## config.mk

```make
export PLATFORM = sky130hd
export DESIGN_NAME = board_write_ctl
export DESIGN_NICKNAME = d
export VERILOG_FILES = /design/src/rtl/warships_pkg.sv /design/src/rtl/grid_hit_test.sv /design/src/rtl/board_write_ctl.sv
export SDC_FILE = /design/constraint.sdc
export NUM_CORES = 1
export LEC_CHECK = 0
export CAP_MARGIN = 40
export CORE_MARGIN = 5
export CORE_UTILIZATION = 44
export DETAILED_ROUTE_END_ITERATION = 12
export HOLD_SLACK_MARGIN = 0.02
export PLACE_DENSITY = 0.84
export SYNTH_ARGS = -nofsm -noshare
export SYNTH_HDL_FRONTEND = slang
export SYNTH_SLANG_ARGS = --single-unit
```

## constraint.sdc

```tcl
create_clock -name clk -period 4.7 [get_ports clk]
set_input_delay 0.94 -clock clk [delete_from_list [all_inputs] [get_ports clk]]
set_output_delay 0.94 -clock clk [all_outputs]
set_load 0.01 [all_outputs]
```

## src/rtl/warships_pkg.sv

```systemverilog
// Shared warships board types and geometry, used by board_mem, draw_ships and the write controller.
package warships_pkg;

  typedef enum logic [1:0] {
    EMPTY = 2'b00,
    SHIP  = 2'b01,
    MISS  = 2'b10,
    HIT   = 2'b11
  } cell_t;

  typedef enum logic {
    ST_IDLE  = 1'b0,
    ST_CLEAR = 1'b1
  } wr_state_t;

  typedef logic [7:0] grid_addr_t;

  localparam int GRID_X_SIZE = 12;
  localparam int GRID_Y_SIZE = 12;
  localparam int CELL_SHIFT  = 5;

endpackage

```

## src/rtl/grid_hit_test.sv

```systemverilog
// Pixel -> {inside, {y,x} cell} hit test; purely combinational, no backpressure.
module grid_hit_test
  import warships_pkg::grid_addr_t;
#(
  parameter int X_POS      = 100,
  parameter int Y_POS      = 200,
  parameter int X_SIZE     = warships_pkg::GRID_X_SIZE,
  parameter int Y_SIZE     = warships_pkg::GRID_Y_SIZE,
  parameter int CELL_SHIFT = warships_pkg::CELL_SHIFT
) (
  input  logic [11:0] i_x,
  input  logic [11:0] i_y,
  output logic        o_inside,
  output grid_addr_t  o_addr
);

  // One extra bit so the right/bottom bound never wraps for grids near the screen edge.
  localparam logic [12:0] X_LO = 13'(X_POS);
  localparam logic [12:0] X_HI = 13'(X_POS + (X_SIZE << CELL_SHIFT));
  localparam logic [12:0] Y_LO = 13'(Y_POS);
  localparam logic [12:0] Y_HI = 13'(Y_POS + (Y_SIZE << CELL_SHIFT));

  logic        w_in_x;
  logic        w_in_y;
  logic [11:0] w_rx;
  logic [11:0] w_ry;

  assign w_in_x   = ({1'b0, i_x} >= X_LO) && ({1'b0, i_x} < X_HI);
  assign w_in_y   = ({1'b0, i_y} >= Y_LO) && ({1'b0, i_y} < Y_HI);
  assign w_rx     = i_x - 12'(X_POS);
  assign w_ry     = i_y - 12'(Y_POS);
  assign o_inside = w_in_x && w_in_y;
  assign o_addr   = {4'(w_ry >> CELL_SHIFT), 4'(w_rx >> CELL_SHIFT)};

endmodule

```

## src/rtl/board_write_ctl.sv

```systemverilog
// Single write-port arbiter for board_mem: clear sweep > mouse click > remote channel, one write per cycle.
// Writes and hover are registered (1-cycle latency); remote requests wait on rmt_ready while clearing or outbid.
module board_write_ctl
  import warships_pkg::grid_addr_t, warships_pkg::wr_state_t,
         warships_pkg::ST_IDLE, warships_pkg::ST_CLEAR;
#(
  parameter int         X_POS       = 100,
  parameter int         Y_POS       = 200,
  parameter int         X_SIZE      = warships_pkg::GRID_X_SIZE,
  parameter int         Y_SIZE      = warships_pkg::GRID_Y_SIZE,
  parameter int         CELL_SHIFT  = warships_pkg::CELL_SHIFT,
  parameter logic [1:0] CLEAR_VALUE = 2'b00,
  parameter bit         AUTO_CLEAR  = 1'b1
) (
  input  logic        clk,
  input  logic        rst,
  input  logic        clear_req,
  output logic        clear_busy,
  input  logic [11:0] mouse_x_pos,
  input  logic [11:0] mouse_y_pos,
  input  logic        mouse_left,
  input  logic        click_en,
  input  logic [1:0]  click_data,
  output logic        click_done,
  output logic        hover_valid,
  output logic [7:0]  hover_addr,
  input  logic        rmt_valid,
  output logic        rmt_ready,
  input  logic [7:0]  rmt_addr,
  input  logic [1:0]  rmt_data,
  output logic [7:0]  board_write_addr,
  output logic [1:0]  board_write_data,
  output logic        board_write_enable
);

  localparam grid_addr_t LAST_CELL = {4'(Y_SIZE - 1), 4'(X_SIZE - 1)};

  wr_state_t  r_state, w_state_nxt;
  logic       r_start_pend;
  logic       r_ml_q;
  logic       r_wr_en, w_wr_en_nxt;
  grid_addr_t r_wr_addr, w_wr_addr_nxt;
  logic [1:0] r_wr_data, w_wr_data_nxt;
  logic       r_click_done, w_click_done_nxt;
  logic       r_hover_valid;
  grid_addr_t r_hover_addr;
  logic       w_inside;
  grid_addr_t w_cell;
  logic       w_idle, w_clr_start, w_valid_click, w_rmt_xfer, w_rmt_in_range;

  grid_hit_test #(
    .X_POS(X_POS), .Y_POS(Y_POS), .X_SIZE(X_SIZE), .Y_SIZE(Y_SIZE), .CELL_SHIFT(CELL_SHIFT)
  ) u_hit (
    .i_x(mouse_x_pos), .i_y(mouse_y_pos), .o_inside(w_inside), .o_addr(w_cell)
  );

  // The post-reset auto clear behaves exactly like a clear_req on the first edge.
  assign w_idle         = (r_state == ST_IDLE);
  assign w_clr_start    = w_idle & (clear_req | r_start_pend);
  assign w_valid_click  = w_idle & mouse_left & ~r_ml_q & click_en & w_inside;
  assign rmt_ready      = w_idle & ~w_clr_start & ~w_valid_click;
  assign w_rmt_xfer     = rmt_valid & rmt_ready;
  assign w_rmt_in_range = ({1'b0, rmt_addr[3:0]} < 5'(X_SIZE)) && ({1'b0, rmt_addr[7:4]} < 5'(Y_SIZE));

  always_comb begin
    w_state_nxt      = r_state;
    w_wr_en_nxt      = 1'b0;
    w_wr_addr_nxt    = r_wr_addr;
    w_wr_data_nxt    = r_wr_data;
    w_click_done_nxt = 1'b0;
    case (r_state)
      ST_IDLE: begin
        if (w_clr_start) begin
          w_state_nxt   = ST_CLEAR;
          w_wr_en_nxt   = 1'b1;
          w_wr_addr_nxt = '0;
          w_wr_data_nxt = CLEAR_VALUE;
        end else if (w_valid_click) begin
          w_wr_en_nxt      = 1'b1;
          w_wr_addr_nxt    = w_cell;
          w_wr_data_nxt    = click_data;
          w_click_done_nxt = 1'b1;
        end else if (w_rmt_xfer && w_rmt_in_range) begin
          w_wr_en_nxt   = 1'b1;
          w_wr_addr_nxt = rmt_addr;
          w_wr_data_nxt = rmt_data;
        end
      end
      ST_CLEAR: begin
        // The sweep cursor is the last address written, so no separate counter is kept.
        if (r_wr_addr == LAST_CELL) begin
          w_state_nxt = ST_IDLE;
        end else begin
          w_wr_en_nxt   = 1'b1;
          w_wr_data_nxt = CLEAR_VALUE;
          if (r_wr_addr[3:0] == 4'(X_SIZE - 1)) begin
            w_wr_addr_nxt = {r_wr_addr[7:4] + 4'd1, 4'd0};
          end else begin
            w_wr_addr_nxt = {r_wr_addr[7:4], r_wr_addr[3:0] + 4'd1};
          end
        end
      end
      default: w_state_nxt = ST_IDLE;
    endcase
  end

  always_ff @(posedge clk or negedge rst) begin
    if (!rst) begin
      r_state       <= ST_IDLE;
      r_start_pend  <= AUTO_CLEAR;
      r_ml_q        <= 1'b0;
      r_wr_en       <= 1'b0;
      r_wr_addr     <= '0;
      r_wr_data     <= '0;
      r_click_done  <= 1'b0;
      r_hover_valid <= 1'b0;
      r_hover_addr  <= '0;
    end else begin
      r_state       <= w_state_nxt;
      r_start_pend  <= 1'b0;
      r_ml_q        <= mouse_left;
      r_wr_en       <= w_wr_en_nxt;
      r_wr_addr     <= w_wr_addr_nxt;
      r_wr_data     <= w_wr_data_nxt;
      r_click_done  <= w_click_done_nxt;
      r_hover_valid <= w_inside;
      if (w_inside) begin
        r_hover_addr <= w_cell;
      end
    end
  end

  assign clear_busy         = (r_state == ST_CLEAR);
  assign click_done         = r_click_done;
  assign hover_valid        = r_hover_valid;
  assign hover_addr         = r_hover_addr;
  assign board_write_addr   = r_wr_addr;
  assign board_write_data   = r_wr_data;
  assign board_write_enable = r_wr_en;

endmodule

```

==> results.py, run 1 <==
metrics = {
    "run_status": {
        "status": "completed",
    },
    "yosys": {
        "synth_cell_type_count": 50,
        "async_reset_ff_frac": 1.00,
        "ys_ff_latch": 24,
        "netlist_area_sq_um": 1470,
        "ys_seq_area_frac": 0.410,
        "ys.flop_type": "dfrtp_1",
        "syn_inst": 156,
        "syn_avg_cell_area_sq_um": 9.42,
        "synth-edff-count": 0,
        "synth_warnings": 0,
        "mappedNetlistNets": 200,
    },
    "die": {
        "rows": 21,
        "die_y_um": 67.8,
        "dieArea_sq_um": 4590,
        "ioPinCount": 65,
        "coreArea_sq_um": 3280,
        "start_util": 0.447,
        "die_w_um": 67.8,
    },
    "setup_path": {
        "crit_path_start": "mouse_y_pos[5]",
        "crit_path_end_kind": "output port",
        "crit_chain": "clkdlybuf4s50_1 > o31a_1 > a211o_1 > nand3_4 > or2_1 > inv_1 > a21oi_1 > clkdlybuf4s50_1",
        "crit_family": "buffers and inverters",
        "crit_type": "in -> out",
        "critical_path_required_ns": 3.76,
        "worst_path_max_delay_cell": "clkdlybuf4s50_1",
        "start_kind": "input pin",
        "critPathBufInv": 3,
        "reg2reg_from": "r_ml_q$_DFF_PN0_",
        "worstPathArrival_ns": 3.18,
        "cp_common_cell": "clkdlybuf4s50_1",
        "critPathMaxStageDelay_ns": 0.56,
        "worst-path-max-fanout": 8,
    },
    "hold_path": {
        "worstHoldStart": "hover_addr[0]$_DFFE_PN0N_",
        "hp-class": "reg -> reg",
    },
    "detailed_routing": {
        "ant_nets": 0,
        "routed_wl_mm": 3.88,
        "firstDrtPassIters": 4,
        "vias_per_cell": 5.43,
        "drc": 0,
        "first_iter_violations": 103,
        "vias": 1438,
        "wl_per_cell_um": 14.6,
    },
    "sta": {
        "setup_viol": 0,
        "whs_ns": 0.500,
        "tns_ns": 0,
        "layout_min_cycle_time_ns": 4.12,
        "maxSlewViolCount": 0,
        "fin_skew_ns": 0.00556,
        "slew_headroom": 0.613,
        "clock.fmax_mhz": 242,
        "period_share": 0.878,
        "hold_violations": 0,
        "rsz0062_at_grt": "false",
        "layout_setup_ws_ns": 0.575,
        "tightest_slew_ns": 0.575,
    },
    "cells_and_area": {
        "fin_util": 0.659,
        "drive_gt1_frac": 0.100,
        "diodes": 0,
        "finalNetCount": 264,
        "area_growth_pct": 47.3,
    },
    "clock_tree": {
        "cts.sinks": 24,
        "cts_tree": "yes",
        "numCtsBuffers": 3,
        "post_cts_buffers": 0,
        "clockRootBuffer": "clkbuf_4",
        "ctsLongestPathBuffers": 2,
        "cts_resized": 0,
        "cts_max_level": 1,
        "clk_pin_slew_worst_paths_ns": 0.13,
        "cts_hold_buf": 0,
        "clk_latency_ns": 0.32,
    },
    "global_route": {
        "gr-total-overflow": 0,
        "grt_max_degree": 16,
        "track_usage": 0.177,
        "grt_pass1_vias": 1339,
        "grt_antenna_before_repair": 0,
        "grt_pass1_wl_mm": 6.18,
    },
    "pwr": {
        "peakVddDrop_mv": 0.121,
        "p_leak_uw": 0.000870,
        "power_density_nw_per_um2": 358,
    },
    "run": {
        "drv_cap": 0,
    },
    "place": {
        "gp_congestion": 0.799,
        "place_ws_ns": 0.595,
        "portBuffers": 59,
        "dp_hpwl_mm": 3.12,
    },
}
-- final timing paths --
path | end | slack, ns | cells after the start
max in group asynchronous | clear_busy$_DFF_PN0_ | 3.26 | 2
min in group asynchronous | hover_addr[6]$_DFFE_PN0N_ | 0.96 | 1
hold reg to reg | hover_addr[0]$_DFFE_PN0N_ | 0.50 | 2
setup reg to reg | board_write_addr[2]$_DFFE_PN0P_ | 2.61 | 6
setup / recovery | rmt_ready | 0.58 | 8
hold / removal | hover_addr[0]$_DFFE_PN0N_ | 0.50 | 2
-- metal layers --
| layer | up-vias | global-route usage | routed length [um] |
|---|---|---|---|
| li1 | 703 | - | - |
| met1 | 674 | 0.223 | 1610 |
| met2 | 57 | 0.303 | 1870 |
| met3 | 4 | 0.0416 | 366 |
| met4 | 0 | 0.0447 | 32 |
| met5 | - | 0 | 0 |
-- report_power, final --
part           leakage (uW)  switching, uW  internal (uW)
registers          0.000294           54.4            258
logic              0.000555            145            205
clock network     0.0000210           65.2           47.4
-- cells in the final DEF, fill, tap and decap left out, types with 5 or more instances in the layout --
| master | count |
|---|---|
| clkdlybuf4s50_1 | 59 |
| a31oi_1 | 8 |
| o21ai_0 | 11 |
| dfrtp_1 | 23 |
| nand2_1 | 21 |
| nand3_1 | 5 |
| a21oi_1 | 6 |
| nor2_1 | 13 |
-- per-stage QoR --
stage                     total power [uW]  std cells  area (sq um)
final                                  775        265          2160
after global routing                   830        265          2160
after CTS                              779        265          2160
after detailed placement               667        261          2130
after global placement                 659        260          2110
after floorplan                        490        156          1470
-- cell usage after synthesis (all sizes together) (2+ instances only) --
master | instances | share of area
a41oi | 2 | 0.012
xnor2 | 4 | 0.024
a21oi | 6 | 0.020
o21a | 2 | 0.010
nor2 | 14 | 0.041
nand2 | 21 | 0.054
nor4 | 4 | 0.021
or2 | 2 | 0.0085
a31oi | 8 | 0.034
o31ai | 2 | 0.020
nor3 | 4 | 0.014
nand3b | 2 | 0.010
nand3 | 6 | 0.029
a22oi | 4 | 0.020
nand4b | 2 | 0.012
mux2 | 4 | 0.031
xor2 | 4 | 0.024
dfrtp | 23 | 0.39
buf | 3 | 0.016
ha | 2 | 0.017
inv | 4 | 0.010
or4 | 2 | 0.013
o21ai | 12 | 0.041
or3 | 2 | 0.0085
-- worst reg2reg max path, stage by stage, from the launching register on --
cell,delay [ns]
dfrtp_1,0.39
nand3b_1,0.30
nor4_1,0.26
nand4b_1,0.32
nand2_1,0.39
o21ai_0,0.18
o2bb2ai_2,0.15
-- kinds of logic (layout without fill, tap and decap cells) --
logic type	Yosys count	in the layout	synth area share
compound gates	45	45	0.227
other cells	1	1	0.00255
mux	5	5	0.0375
xor+xnor	8	8	0.0477
flops	24	24	0.410
simple gates	63	63	0.230
fa+ha+maj	2	2	0.0170
buf+inv	8	71	0.0290
-- area by class of cell --
| cell class | count | area, sq um |
|---|---|---|
| timing repair buffer | 63 | 628 |
| clock buffer | 4 | 36.3 |
| sequential | 24 | 602 |
| fill | 280 | 1120 |
| tap | 46 | 57.6 |
| inverter | 4 | 15.0 |
| multi-input combinational | 124 | 825 |
-- registers in the layout (all words and copies together) (netlist names) --
signal              flops
board_write_addr        8
click_done              1
clear_busy              1
board_write_enable      1
r_start_pend            1
board_write_data        2
r_ml_q                  1
hover_addr              8
hover_valid             1
Note: power is estimated with default switching activity, not from simulation.
==> run 2: changes to the inputs <==
--- a/config.mk
+++ b/config.mk
@@ -5,6 +5,7 @@
 export SDC_FILE = /design/constraint.sdc
 export NUM_CORES = 1
 export LEC_CHECK = 0
+export ABC_AREA = 0
 export CAP_MARGIN = 40
 export CORE_MARGIN = 5
 export CORE_UTILIZATION = 44
==> results of run 2 <==
Final layout, timing and power as in run 1 (identical DEF).
==> run 3: changes to the inputs <==
--- a/config.mk
+++ b/config.mk
@@ -10,8 +10,10 @@
 export CORE_MARGIN = 5
 export CORE_UTILIZATION = 44
 export DETAILED_ROUTE_END_ITERATION = 12
+export GPL_TIMING_DRIVEN = 1
 export HOLD_SLACK_MARGIN = 0.02
 export PLACE_DENSITY = 0.84
 export SYNTH_ARGS = -nofsm -noshare
 export SYNTH_HDL_FRONTEND = slang
 export SYNTH_SLANG_ARGS = --single-unit
+export TNS_END_PERCENT = 50
==> results of run 3 <==
Final layout, timing and power as in run 1 (identical DEF).
